`src/rtl/powlib_sdownsizer.sv`:
```
// Width down-converter: takes one R*W-bit word per valid/ready handshake and emits it
// as R beats of W bits, flagging the final beat. A new word can load on the last-beat handshake.
module powlib_sdownsizer #(
  parameter int W    = 16,
  parameter int R    = 4,
  parameter int EMSB = 0,
  parameter int EDBG = 0,
  parameter     ID   = "SDOWN",
  localparam int WCNT = (R > 1) ? $clog2(R) : 1
) (
  input  logic              clk,
  input  logic              rst,
  input  logic [R*W-1:0]    wrdata,
  input  logic              wrvld,
  output logic              wrrdy,
  output logic [W-1:0]      rddata,
  output logic              rdvld,
  input  logic              rdrdy,
  output logic              rdlast,
  output logic [0:0]        dbg_state,
  output logic [WCNT-1:0]   dbg_cnt
);

  localparam logic [0:0]      IDLE = 1'b0;
  localparam logic [0:0]      SEND = 1'b1;
  localparam logic [WCNT-1:0] LAST = WCNT'(R - 1);

  if (R < 1 || W < 1 || EDBG < 0 || EDBG > 1) begin : g_param_err
    $fatal(1, "%s: illegal parameters (R and W must be >= 1, EDBG 0 or 1)", ID);
  end

  logic [0:0]            state_q, state_d;
  logic [WCNT-1:0]       cnt_q, cnt_d;
  logic [R-1:0][W-1:0]   hold_q, hold_d;
  logic [WCNT-1:0]       beat_idx;
  logic                  busy, wrinc, rdinc;

  assign busy   = (state_q == SEND);
  assign rdvld  = busy;
  assign rdlast = busy && (cnt_q == LAST);
  assign wrrdy  = !busy || (rdrdy && rdlast);
  assign wrinc  = wrvld && wrrdy;
  assign rdinc  = rdvld && rdrdy;

  // cnt_q is the transmit order; EMSB only changes which slice of the word that maps to.
  assign beat_idx = (EMSB != 0) ? (LAST - cnt_q) : cnt_q;
  assign rddata   = hold_q[beat_idx];

  assign dbg_state = state_q;
  assign dbg_cnt   = cnt_q;

  always_comb begin
    state_d = state_q;
    cnt_d   = cnt_q;
    hold_d  = hold_q;
    case (state_q)
      IDLE: begin
        if (wrinc) begin
          hold_d  = wrdata;
          cnt_d   = '0;
          state_d = SEND;
        end
      end
      SEND: begin
        if (rdinc) begin
          if (cnt_q != LAST) begin
            cnt_d = cnt_q + WCNT'(1);
          end else begin
            cnt_d = '0;
            if (wrinc) begin
              hold_d = wrdata;
            end else begin
              state_d = IDLE;
            end
          end
        end
      end
      default: begin
        state_d = IDLE;
        cnt_d   = '0;
      end
    endcase
  end

  always_ff @(posedge clk or negedge rst) begin
    if (!rst) begin
      state_q <= IDLE;
      cnt_q   <= '0;
      hold_q  <= '0;
    end else begin
      state_q <= state_d;
      cnt_q   <= cnt_d;
      hold_q  <= hold_d;
    end
  end

endmodule

```
`config.mk`:
```
export PLATFORM = sky130hd
export DESIGN_NAME = powlib_sdownsizer
export DESIGN_NICKNAME = d
export VERILOG_FILES = /design/src/rtl/powlib_sdownsizer.sv
export SDC_FILE = /design/constraint.sdc
export NUM_CORES = 1
export LEC_CHECK = 0
export CAP_MARGIN = 20
export CORE_MARGIN = 5
export CORE_UTILIZATION = 55
export CTS_BUF_LIST = sky130_fd_sc_hd__clkbuf_2
export CTS_CLUSTER_DIAMETER = 60
export CTS_CLUSTER_SIZE = 12
export DETAILED_ROUTE_END_ITERATION = 10
export GPL_ROUTABILITY_DRIVEN = 0
export MAX_ROUTING_LAYER = met4
export PLACE_DENSITY = 0.84
export SLEW_MARGIN = 10
export SYNTH_ARGS = -nofsm -noshare
export SYNTH_HDL_FRONTEND = slang
export SYNTH_SLANG_ARGS = --single-unit
```
`constraint.sdc`:
```
create_clock -name clk -period 3.5 [get_ports clk]
set_input_delay 0.7 -clock clk [delete_from_list [all_inputs] [get_ports clk]]
set_output_delay 0.7 -clock clk [all_outputs]
set_load 0.01 [all_outputs]
```
# [After elaboration in Yosys (flattened, before gate mapping)]
# Index checks and enable logic that the tools add are counted.
[classes] add_sub_neg=1 order_cmp=1 eq_ne=5 n_mux=14 bitwise=1 reduce_logical=8
[ops] operator="2-to-1 mux 64 bit" count=3
[ops] operator="case mux 64 bit (2 select lines)" count=1
[ops] operator="binary-select mux 16 bit (select 2 bit)" count=1
[ops] operator="2-to-1 mux 16 bit" count=1
[ops] operator="2-to-1 mux 2 bit" count=3
[ops] operator="!= test 2 bit, second input constant" count=3
[ops] operator="logical AND 1 bit" count=4
[ops] operator="case mux 2 bit (2 select lines)" count=1
[ops] operator="AND reduction 2 bit" count=2
[ops] operator="less-than comparator 2 x 3 -> 1 bit, second input constant" count=1
[ops] operator="2-to-1 mux 1 bit" count=3
[ops] operator="adder 2 x 1 -> 2 bit, second input constant" count=1
[ops] operator="== test 2 bit, second input constant" count=1
[ops] operator="!= test 2 x 1 -> 1 bit, second input constant" count=1
[ops] operator="case mux 1 bit (2 select lines)" count=1
[ops] operator="zero test 1 bit" count=1
[ops] operator="logical OR 1 bit" count=1
[ops] operator="inverter 1 bit" count=1
[word_totals] regBits=67 inputBits=68 wordCells=36

# [Longest topological paths before layout]
# Gate-level depths: netlist of the first run.
[depth] ltp_word=9 depth_mapped=5 depth_no_buf=3

# [Worst setup path before layout of the first run]
# Ideal clock, no wire load.
[synth_path] kind="register -> output" startpoint="register cnt_q[0], in the netlist dbg_cnt[0]" endpoint="output rddata[0]" t_arrival_ns=1.292 required_time_ns=2.800 path_slack_ns=1.508 stages_incl_launch_ff=4 path_buffers=2 path_cell_list="dfrtp_1 -> buf_6 -> buf_6 -> mux4_2"
[synth_via] elab_chain_len=2
[synth_rtl] item="start: declaration" line_no="33" text="logic [WCNT-1:0] cnt_q, cnt_d;"
[synth_rtl] item="start signal: assignment" line_no="92" text="cnt_q <= cnt_d;"
[synth_rtl] item="binary-select mux 16 bit (select 2 bit)" line_no="47" text="assign rddata = hold_q[beat_idx];"
[synth_rtl] item="2-to-1 mux 16 bit (implied by the code)" line_no="47"
[synth_rtl] item="end: declaration" line_no="16" text="output logic [W-1:0] rddata,"
# No other way between the ends. The select of a mux whose other input is x is not followed.

# [Worst setup path after layout of the first run]
[layout_path] startpoint="register cnt_q[0], in the netlist dbg_cnt[0]" endpoint="output rddata[5]"
# The elaborated chain is that of the path after synthesis.

==> results of run 1 <==
-- worst max-delay path: cells and delay by family, from the launching register on --
family | cells | cell delay (ns)
DFF | 1 | 0.43
buffers and inverters | 2 | 0.87
muxes | 1 | 0.58
-- layer usage --
| metal | vias up | part of all wire, % | track usage (%) | routed length (um) |
|---|---|---|---|---|
| met2 | 68 | 54 | 36.4 | 4890 |
| li1 | 1274 | - | - | - |
| met4 | 0 | 0.32 | 6.50 | 29 |
| met1 | 1371 | 42 | 29.0 | 3790 |
| met5 | - | 0 | - | 0 |
| met3 | 2 | 3.6 | 3.77 | 330 |
-- cells in the mapped netlist --
| library cell | n |
|---|---|
| dlygate4sd1_1 | 3 |
| o32ai_2 | 60 |
| buf_2 | 9 |
| dlymetal6s2s_1 | 2 |
| buf_6 | 13 |
| and3_4 | 1 |
| nor2b_1 | 1 |
| nand2_1 | 64 |
| a21boi_2 | 1 |
| inv_2 | 1 |
| mux4_2 | 16 |
| o32ai_1 | 4 |
| or2_2 | 1 |
| and2_1 | 1 |
| nor2_1 | 1 |
| inv_1 | 64 |
| a32o_1 | 2 |
| mux2i_1 | 1 |
| buf_4 | 6 |
| dfrtp_1 | 67 |
| ha_1 | 1 |
-- registers in the layout, indices dropped and copies added (netlist names) --
signal	flops
dbg_cnt	2
hold_q	64
dbg_state	1
-- per-stage QoR --
step / worst slack [ns] / cell area (um2) / cells / hold slack, ns / util (%)
finish: 0.436 / 4920 / 496 / 0.0689 / 71.6
global route: 0.249 / 4920 / 496 / 0.00995 / 71.6
CTS: 0.398 / 4900 / 495 / 0.387 / 71.3
detailed placement: 0.832 / 4720 / 479 / 0.523 / 68.7
global placement: 0.847 / 4720 / 479 / 0.516 / 68.7
floorplan: 1.51 / 3910 / 319 / 0.404 / -
-- worst paths after layout --
kind	start	to	slack (ns)
worst max-delay path	dbg_cnt[0]	rddata[5]	0.44
worst min-delay path	rst	hold_q[49]	0.07
worst max register to register	dbg_cnt[0]	hold_q[30]	1.42
worst min register to register	dbg_cnt[1]	dbg_cnt[1]	0.55
max in group asynchronous	rst	hold_q[2]	2.71
min in group clk	dbg_cnt[1]	dbg_cnt[1]	0.55
-- area by class of cell --
class | count | area [um2] | share of cell area, %
repair buffers | 98 | 986 | 20.0
clock inverters | 6 | 128 | 2.59
flip-flops and latches | 67 | 1680 | 34.1
clock buffers | 10 | 50.0 | 1.02
well taps | 96 | 120 | 2.44
inverters | 65 | 244 | 4.96
multi-input cells | 154 | 1710 | 34.9
-- power groups by stage --
stage | sequential, mW | combinational (mW) | clock [mW]
after floorplan | 1.30 | 1.55 | 0
after global placement | 1.35 | 2.12 | 0
after detailed placement | 1.38 | 2.17 | 0
after CTS | 1.36 | 2.18 | 0.661
after global routing | 1.42 | 2.32 | 0.702
final | 1.37 | 2.16 | 0.652
-- logic make-up after synthesis --
kind of cell / after synthesis / share of synthesized area (%)
buf+inv: 98 / 13.6
flops: 67 / 42.9
simple gates: 69 / 7.01
fa+ha+maj: 1 / 0.320
compound gates: 67 / 26.7
mux: 17 / 9.48
==> results.sh, run 1 <==
export IMPL_achievable_frequency_mhz=326
export IMPL_final_common_cell="clkdlybuf4s50_1"
export IMPL_switchingPower_mw=1.36
export IMPL_placement_io_buffers=89
export IMPL_coreArea_um2=6870
export IMPL_cts_made_buffers=9
export IMPL_cellPowerDensity_nw_per_um2=850
export IMPL_synth_cell_type_count=21
export IMPL_internal_power_mw=2.82
export IMPL_layout_common_cells="clkdlybuf4s50_1, dfrtp_1, inv_1, nand2_1, o32ai_2"
export IMPL_syn_to_final_growth_pct=25.9
export IMPL_switching_share_pct=32.5
export IMPL_die_h_um=94.3
export IMPL_hpwlAfterDp_um=5810
export IMPL_yosys_warnings=0
export IMPL_yosysSeqAreaShare_pct=42.9
export IMPL_clk_pin_slew_ns=0.18
export IMPL_worst_slew_pin_slew_ns=1.01
export IMPL_synth_largest_area_cell="dfrtp_1"
export IMPL_min_path_type="in2async"
export IMPL_startpoint_type="flip-flop"
export IMPL_slew_viol_final=0
export IMPL_cp_data_required_time_ns=2.80
export IMPL_crit_chain="buf_4, mux4_2, clkdlybuf4s50_1"
export IMPL_grt_pass1_vias=2894
export IMPL_syn_area_um2=3910
export IMPL_dieArea_um2=8890
export IMPL_cts_root_buf="clkbuf_2"
export IMPL_nets=464
export IMPL_max_slew_margin_rel_pct=32.9
export IMPL_dr_pass1_iters=4
export IMPL_min_period_over_period_pct=87.5
export IMPL_grt_use_total_pct=22.4
export IMPL_pwr_share_clk_pct=15.6
export IMPL_clock_sinks=67
export IMPL_clk_insertion_delay_late_ns=0.48
export IMPL_combinationalPowerShare_pct=51.7
export IMPL_finalHoldViolCount=0
export IMPL_cts_htree_levels=3
export IMPL_postCtsSetupRepairBufs=0
export IMPL_fin_crit_ns=3.06
export IMPL_synth_area_leaders="dfrtp_1, o32ai_2, mux4_2, inv_1, nand2_1"
export IMPL_cts_buffer_depth=2
export IMPL_static_leakage_power_nw=2.14
export IMPL_ys_seq_elements=67
export IMPL_fp_dieW_um=94.3
export IMPL_seq_power_share_pct=32.7
export IMPL_skew_ns=0.0102
export IMPL_synth_fp_nets=388
export IMPL_cp_max_fo=17
export IMPL_status="complete, no violations"
export IMPL_antenna_found_initial=0
export IMPL_row_count=30
export IMPL_synth_area_per_cell_um2=12.2
export IMPL_syn_inst=319
export IMPL_slowest_stage="mux4_2"
export IMPL_cts_hold_buf=0
export IMPL_vias=2715
export IMPL_fillers=474
export IMPL_grt_pass1_wl_um=14900
export IMPL_cap_violations=0
export IMPL_post_cts_resized=0
export IMPL_crit_type="reg2out"
export IMPL_synth_top_area_share_pct=42.9
export IMPL_power_total_mw=4.18
export IMPL_tns_ns=0
export IMPL_drc=0
export IMPL_arrival_ns=2.36
export IMPL_postRouteAntennaNets=0
export IMPL_grt_max_degree=66
export IMPL_r2r_cells=4
export IMPL_crit_path_end_kind="output port"
export IMPL_rsz0062_at_grt="false"
export IMPL_start_util_pct=56.9
export IMPL_wl_um=9040
export IMPL_ios=90
export IMPL_antenna_cells=0
export IMPL_overflow=0
export IMPL_drive_gt1_share_pct=26.5
export IMPL_drtIter0Drc=233
export IMPL_cts_tree="built"
export IMPL_vias_per_cell=5.47
export IMPL_max_stage_delay_ns=0.58
export IMPL_ir_worst_vdd_mv=0.733
export IMPL_routedWlPerCell_um=18.2
export IMPL_setup_viol=0
No activity file was read; power rests on OpenSTA's default activity.
==> inputs of run 2 (changes only) <==
- CAP_MARGIN: 20 -> default
- DONT_BUFFER_PORTS: default -> 1
- PLACE_DENSITY: 0.84 -> 0.67
==> run 2 against run 1 <==
Compared with the run above: final cell count decreased by 19%; sequential cell count unchanged; highest routed layer unchanged; clock-buffer cell count increased by 1; die area unchanged; sequential power about the same; sequential share of layout area increased by 8.7 points; critical path depth decreased by 1; clock power decreased by 35%; clock skew increased by 0.011 ns; register-to-register slack got worse by 0.03 ns; setup slack improved by 0.42 ns.
==> results.sh, run 2 (synthesized netlist as in run 1, its figures left out) <==
export IMPL_crit_path_end_kind="output port"
export IMPL_postCtsSetupRepairBufs=0
export IMPL_postRouteAntennaNets=0
export IMPL_reg2reg_from="dbg_cnt[0]"
export IMPL_drc=0
export IMPL_postLayoutCellArea_um2=3920
export IMPL_row_count=30
export IMPL_antenna_found_initial=1
export IMPL_critPathCapture="rddata[8]"
export IMPL_coreArea_um2=6870
export IMPL_max_slew_margin_rel_pct=28.3
export IMPL_clk_insertion_delay_late_ns=0.47
export IMPL_cts_root_buf="clkbuf_2"
export IMPL_multi_input_area_um2=1710
export IMPL_crit_type="reg2out"
export IMPL_tns_ns=0
export IMPL_arrival_ns=1.94
export IMPL_status="complete, no violations"
export IMPL_crit_chain="buf_4, mux4_2"
export IMPL_rsz0062_at_grt="false"
export IMPL_seqCellArea_um2=1680
export IMPL_layout_common_cells="dfrtp_1, inv_1, nand2_1, o32ai_2, mux4_2"
export IMPL_cts_buffer_depth=2
export IMPL_vias=2331
export IMPL_cap_violations=0
export IMPL_vias_per_cell=5.77
export IMPL_dr_pass1_iters=4
export IMPL_min_period_over_period_pct=75.4
export IMPL_dieArea_um2=8890
export IMPL_die_h_um=94.3
export IMPL_cp_data_required_time_ns=2.80
export IMPL_drive_gt1_share_pct=32.6
export IMPL_skew_ns=0.0210
export IMPL_setup_viol=0
export IMPL_placement_io_buffers=0
export IMPL_final_common_cell="dfrtp_1"
export IMPL_min_path_type="in2async"
export IMPL_achievable_frequency_mhz=379
export IMPL_syn_to_final_growth_pct=0.320
export IMPL_clk_pin_slew_ns=0.18
export IMPL_r2r_end="hold_q[3]"
export IMPL_start_util_pct=56.9
export IMPL_startpoint_type="flip-flop"
export IMPL_crit_buf_inv=1
export IMPL_r2r_cells=4
export IMPL_grt_max_degree=69
export IMPL_ios=90
export IMPL_registers_top_by_ff_count="hold_q"
export IMPL_drtIter0Drc=129
export IMPL_clock_sinks=67
export IMPL_overflow=0
export IMPL_wl_um=8620
export IMPL_grt_pass1_vias=2443
export IMPL_fp_dieW_um=94.3
export IMPL_finalHoldViolCount=0
export IMPL_critical_path_top_delay_family="multiplexers"
export IMPL_fillers=600
export IMPL_nets=372
export IMPL_fin_crit_ns=2.64
export IMPL_grt_pass1_wl_um=13800
export IMPL_worst_slew_pin_slew_ns=1.08
export IMPL_cts_made_buffers=9
export IMPL_post_cts_resized=0
export IMPL_slew_viol_final=0
export IMPL_cts_htree_levels=3
export IMPL_cp_depth=2
export IMPL_cp_max_fo=16
export IMPL_cts_tree="built"
export IMPL_cellPowerDensity_nw_per_um2=882
export IMPL_critPathLaunch="dbg_cnt[0]"
export IMPL_dpl_instance_area_um2=3790
export IMPL_grt_use_total_pct=21.5
export IMPL_hpwlAfterDp_um=5450
export IMPL_slowest_stage="mux4_2"
export IMPL_max_stage_delay_ns=0.61
export IMPL_routedWlPerCell_um=21.3
export IMPL_ir_worst_vdd_mv=0.822
export IMPL_static_leakage_power_nw=1.74
export IMPL_rrSetupSlack_ns=1.39
export IMPL_largest_reg_flops=64
## run 2: cell count changes in the layout (fill, tap and decap cells not counted), moves of 2 or more
| cell | before | now |
|---|---|---|
| clkdlybuf4s50_1 | 87 | 0 |
| buf_12 | 3 | 0 |
| bufinv_16 | 4 | 1 |
| buf_2 | 2 | 0 |
## run 2: power breakdown
part	switching, mW	total (mW)	leakage [nW]	internal (mW)
combinational	0.738	1.65	0.860	0.908
clock	0.259	0.422	0.0669	0.162
sequential	0.242	1.39	0.816	1.15
total	1.24	3.46	1.74	2.22
## run 2: metal layers
layer / part of all wire [%] / global-route usage (%) / vias up
met5: 0 / - / -
met1: 44 / 29.6 / 1159
li1: - / - / 1089
met3: 7.6 / 6.41 / 14
met2: 47 / 30.6 / 69
met4: 1.3 / 6.62 / 0
## run 2: how the worst min path moves through the flow
stage	from	to	slack, ns	depth (start not counted)
2_1_floorplan	rst	dbg_cnt[0]	0.40	0
3_3_place_gp	rst	hold_q[0]	0.41	0
3_5_place_dp	rst	hold_q[0]	0.41	0
4_1_cts	rst	hold_q[49]	0.05	1
5_1_grt	rst	hold_q[14]	0.006	1
6_report	rst	hold_q[0]	0.07	1
## run 2: what timing repair did
action | 4_1_cts | 5_1_grt
hold endpoints to repair | 67 | 0
hold buffers | 1 | 0
setup endpoints to repair | 0 | 0
## run 2: through the flow
step | utilization, % | setup WS (ns) | instances | hold slack [ns] | total power [mW]
after floorplan | - | 1.51 | 319 | 0.404 | 2.86
after global placement | 55.2 | 1.37 | 387 | 0.406 | 3.01
after detailed placement | 55.2 | 1.34 | 387 | 0.406 | 3.06
after CTS | 57.0 | 0.777 | 403 | 0.0513 | 3.50
after global routing | 57.1 | 0.666 | 404 | 0.00571 | 3.72
final | 57.1 | 0.860 | 404 | 0.0721 | 3.46
## run 2: worst reg2reg max path, stage by stage (launching register included)
cell	delay (ns)
dfrtp_1	0.49
ha_1	0.30
a21boi_4	0.16
buf_4	0.78
o32ai_2	0.24
## run 2: final cells by class
type	instances	share of cell area, %
Timing Repair Buffer	6	1.66
Inverter	65	6.22
Tap cell	96	3.06
Multi-Input combinational cell	154	43.7
Clock inverter	4	1.09
Sequential cell	67	42.8
Clock buffer	11	1.40
Antenna cell	1	0.0638
==> inputs of run 3 (changes only) <==
- PLACE_DENSITY: 0.67 -> 0.7
- clock period: 3.5 -> 2.22 ns (I/O delays scaled with it)
==> run 3 against run 2 <==
Compared with the run above: core utilization increased by 1.7 points; global-route usage decreased by 0.94 points; clock power is 65% higher; combinational power grew 68%; clock-buffer cell count decreased by 1; hold slack gained 0.0052 ns; die area is the same; setup slack worse by 0.79 ns; non-clock buffer count is 5 higher; critical path type unchanged; critical endpoint is now rddata[6]; highest routed layer unchanged.
==> results.sh, run 3 (synthesized netlist as in run 1, its figures left out) <==
export IMPL_status="complete, no violations"
export IMPL_row_count=30
export IMPL_syn_to_final_growth_pct=3.27
export IMPL_power_total_mw=5.62
export IMPL_finalHoldViolCount=0
export IMPL_nets=377
export IMPL_switchingPower_mw=2.02
export IMPL_combinationalPowerShare_pct=49.3
export IMPL_drtIter0Drc=155
export IMPL_rrSetupSlack_ns=0.46
export IMPL_overflow=0
export IMPL_vias=2370
export IMPL_crit_type="reg2out"
export IMPL_die_h_um=94.3
export IMPL_cts_buffer_depth=2
export IMPL_cts_made_buffers=9
export IMPL_hpwlAfterDp_um=5260
export IMPL_place_ws_ns=0.509
export IMPL_crit_path_end_kind="output port"
export IMPL_dpl_instance_area_um2=3860
export IMPL_achievable_frequency_mhz=465
export IMPL_dr_pass1_iters=4
export IMPL_wl_um=8480
export IMPL_rsz0062_at_grt="true"
export IMPL_fp_dieW_um=94.3
export IMPL_skew_ns=0.0159
export IMPL_placement_io_buffers=0
export IMPL_slew_viol_final=0
export IMPL_fin_cells=409
export IMPL_drive_gt1_share_pct=34.2
export IMPL_grt_pass1_vias=2390
export IMPL_fin_crit_ns=2.15
export IMPL_vias_per_cell=5.79
export IMPL_cellPowerDensity_nw_per_um2=1390
export IMPL_cts_htree_levels=3
export IMPL_r2r_end="hold_q[13]"
export IMPL_reg2reg_from="dbg_cnt[0]"
export IMPL_registers_top_by_ff_count="hold_q"
export IMPL_placed_cells=389
export IMPL_grt_use_total_pct=20.5
export IMPL_pwr_share_clk_pct=12.4
export IMPL_drc=0
export IMPL_start_util_pct=56.9
export IMPL_postRouteAntennaNets=0
export IMPL_max_slew_margin_rel_pct=66.6
export IMPL_arrival_ns=1.71
export IMPL_ios=90
export IMPL_largest_reg_flops=64
export IMPL_cp_data_required_time_ns=1.78
export IMPL_fin_hold_ws_ns=0.0774
export IMPL_critPathCapture="rddata[6]"
export IMPL_cap_violations=0
export IMPL_ir_worst_vdd_mv=1.00
export IMPL_startpoint_type="flip-flop"
export IMPL_routedWlPerCell_um=20.7
export IMPL_grt_pass1_wl_um=13400
export IMPL_r2r_cells=4
export IMPL_layout_common_cells="dfrtp_1, inv_1, nand2_1, o32ai_2, mux4_2"
export IMPL_static_leakage_power_nw=1.79
export IMPL_grt_max_degree=69
export IMPL_post_route_util_pct=58.7
export IMPL_postLayoutCellArea_um2=4040
export IMPL_antenna_cells=0
export IMPL_switching_share_pct=35.9
export IMPL_dieArea_um2=8890
export IMPL_clk_insertion_delay_late_ns=0.48
export IMPL_critPathLaunch="dbg_cnt[0]"
export IMPL_min_period_over_period_pct=96.9
export IMPL_finalWorstSetupSlack_ns=0.0679
export IMPL_antenna_found_initial=0
export IMPL_worst_slew_pin_slew_ns=0.501
export IMPL_cts_root_buf="clkbuf_2"
export IMPL_clock_sinks=67
export IMPL_min_path_type="in2reg"
export IMPL_coreArea_um2=6870
export IMPL_tns_ns=0
export IMPL_internal_power_mw=3.60
export IMPL_setup_viol=0
export IMPL_cts_tree="built"
export IMPL_cp_max_fo=11
export IMPL_final_common_cell="dfrtp_1"
export IMPL_clk_pin_slew_ns=0.18
export IMPL_seq_power_share_pct=38.4
[run 3: cell types whose count changed in the layout (fill, tap and decap cells not counted), sizes merged]
cell         change
dlygate4sd3      +1
buf              +3
clkinv           +1
diode            -1
clkinvlp         +1
[run 3: cell type report]
cell class              count  area [um2]
clock buffers              10        50.0
clock inverters             6        56.3
fillers                   600        2830
inverters                  65         244
multi-input cells         154        1710
flip-flops and latches     67        1680
well taps                  96         120
repair buffers             11         173
[run 3: worst min-delay path by stage]
| stage | startpoint | endpoint | slack [ns] | cells past startpoint |
|---|---|---|---|---|
| 4_1_cts | wrvld | dbg_state | 0.03 | 1 |
| 3_3_place_gp | rst | hold_q[16] | 0.15 | 0 |
| 3_5_place_dp | rst | hold_q[16] | 0.15 | 0 |
| 6_report | wrvld | dbg_state | 0.08 | 1 |
| 5_1_grt | wrvld | dbg_state | 0.02 | 1 |
| 2_1_floorplan | rst | dbg_cnt[0] | 0.15 | 0 |
[run 3: per-layer routing]
| layer | part of all wire [%] | track usage (%) | routed length (um) | up-vias |
|---|---|---|---|---|
| met1 | 46 | 28.4 | 3930 | 1186 |
| met4 | 1.4 | 7.22 | 121 | 0 |
| met5 | 0 | - | 0 | - |
| met3 | 6.1 | 5.13 | 517 | 10 |
| met2 | 46 | 29.5 | 3910 | 72 |
| li1 | - | - | - | 1102 |
[run 3: power by group through the flow]
stage / sequential, mW / clock (mW) / combinational (mW)
2_1_floorplan: 2.06 / 0 / 2.45
3_3_place_gp: 2.15 / 0 / 2.66
3_5_place_dp: 2.18 / 0 / 2.72
4_1_cts: 2.15 / 0.715 / 2.76
5_1_grt: 2.23 / 0.772 / 3.00
6_report: 2.16 / 0.695 / 2.77
[run 3: worst max-delay path: stages, from the launching register on]
cell,delay (ns)
dfrtp_2,0.47
buf_12,0.19
mux4_2,0.57
[run 3: timing repair]
item	CTS	global route
setup buffers	0	1
endpoints found under the setup margin	0	16
endpoints found under the hold margin	67	0
gates resized for setup	0	1
hold buffers	2	0
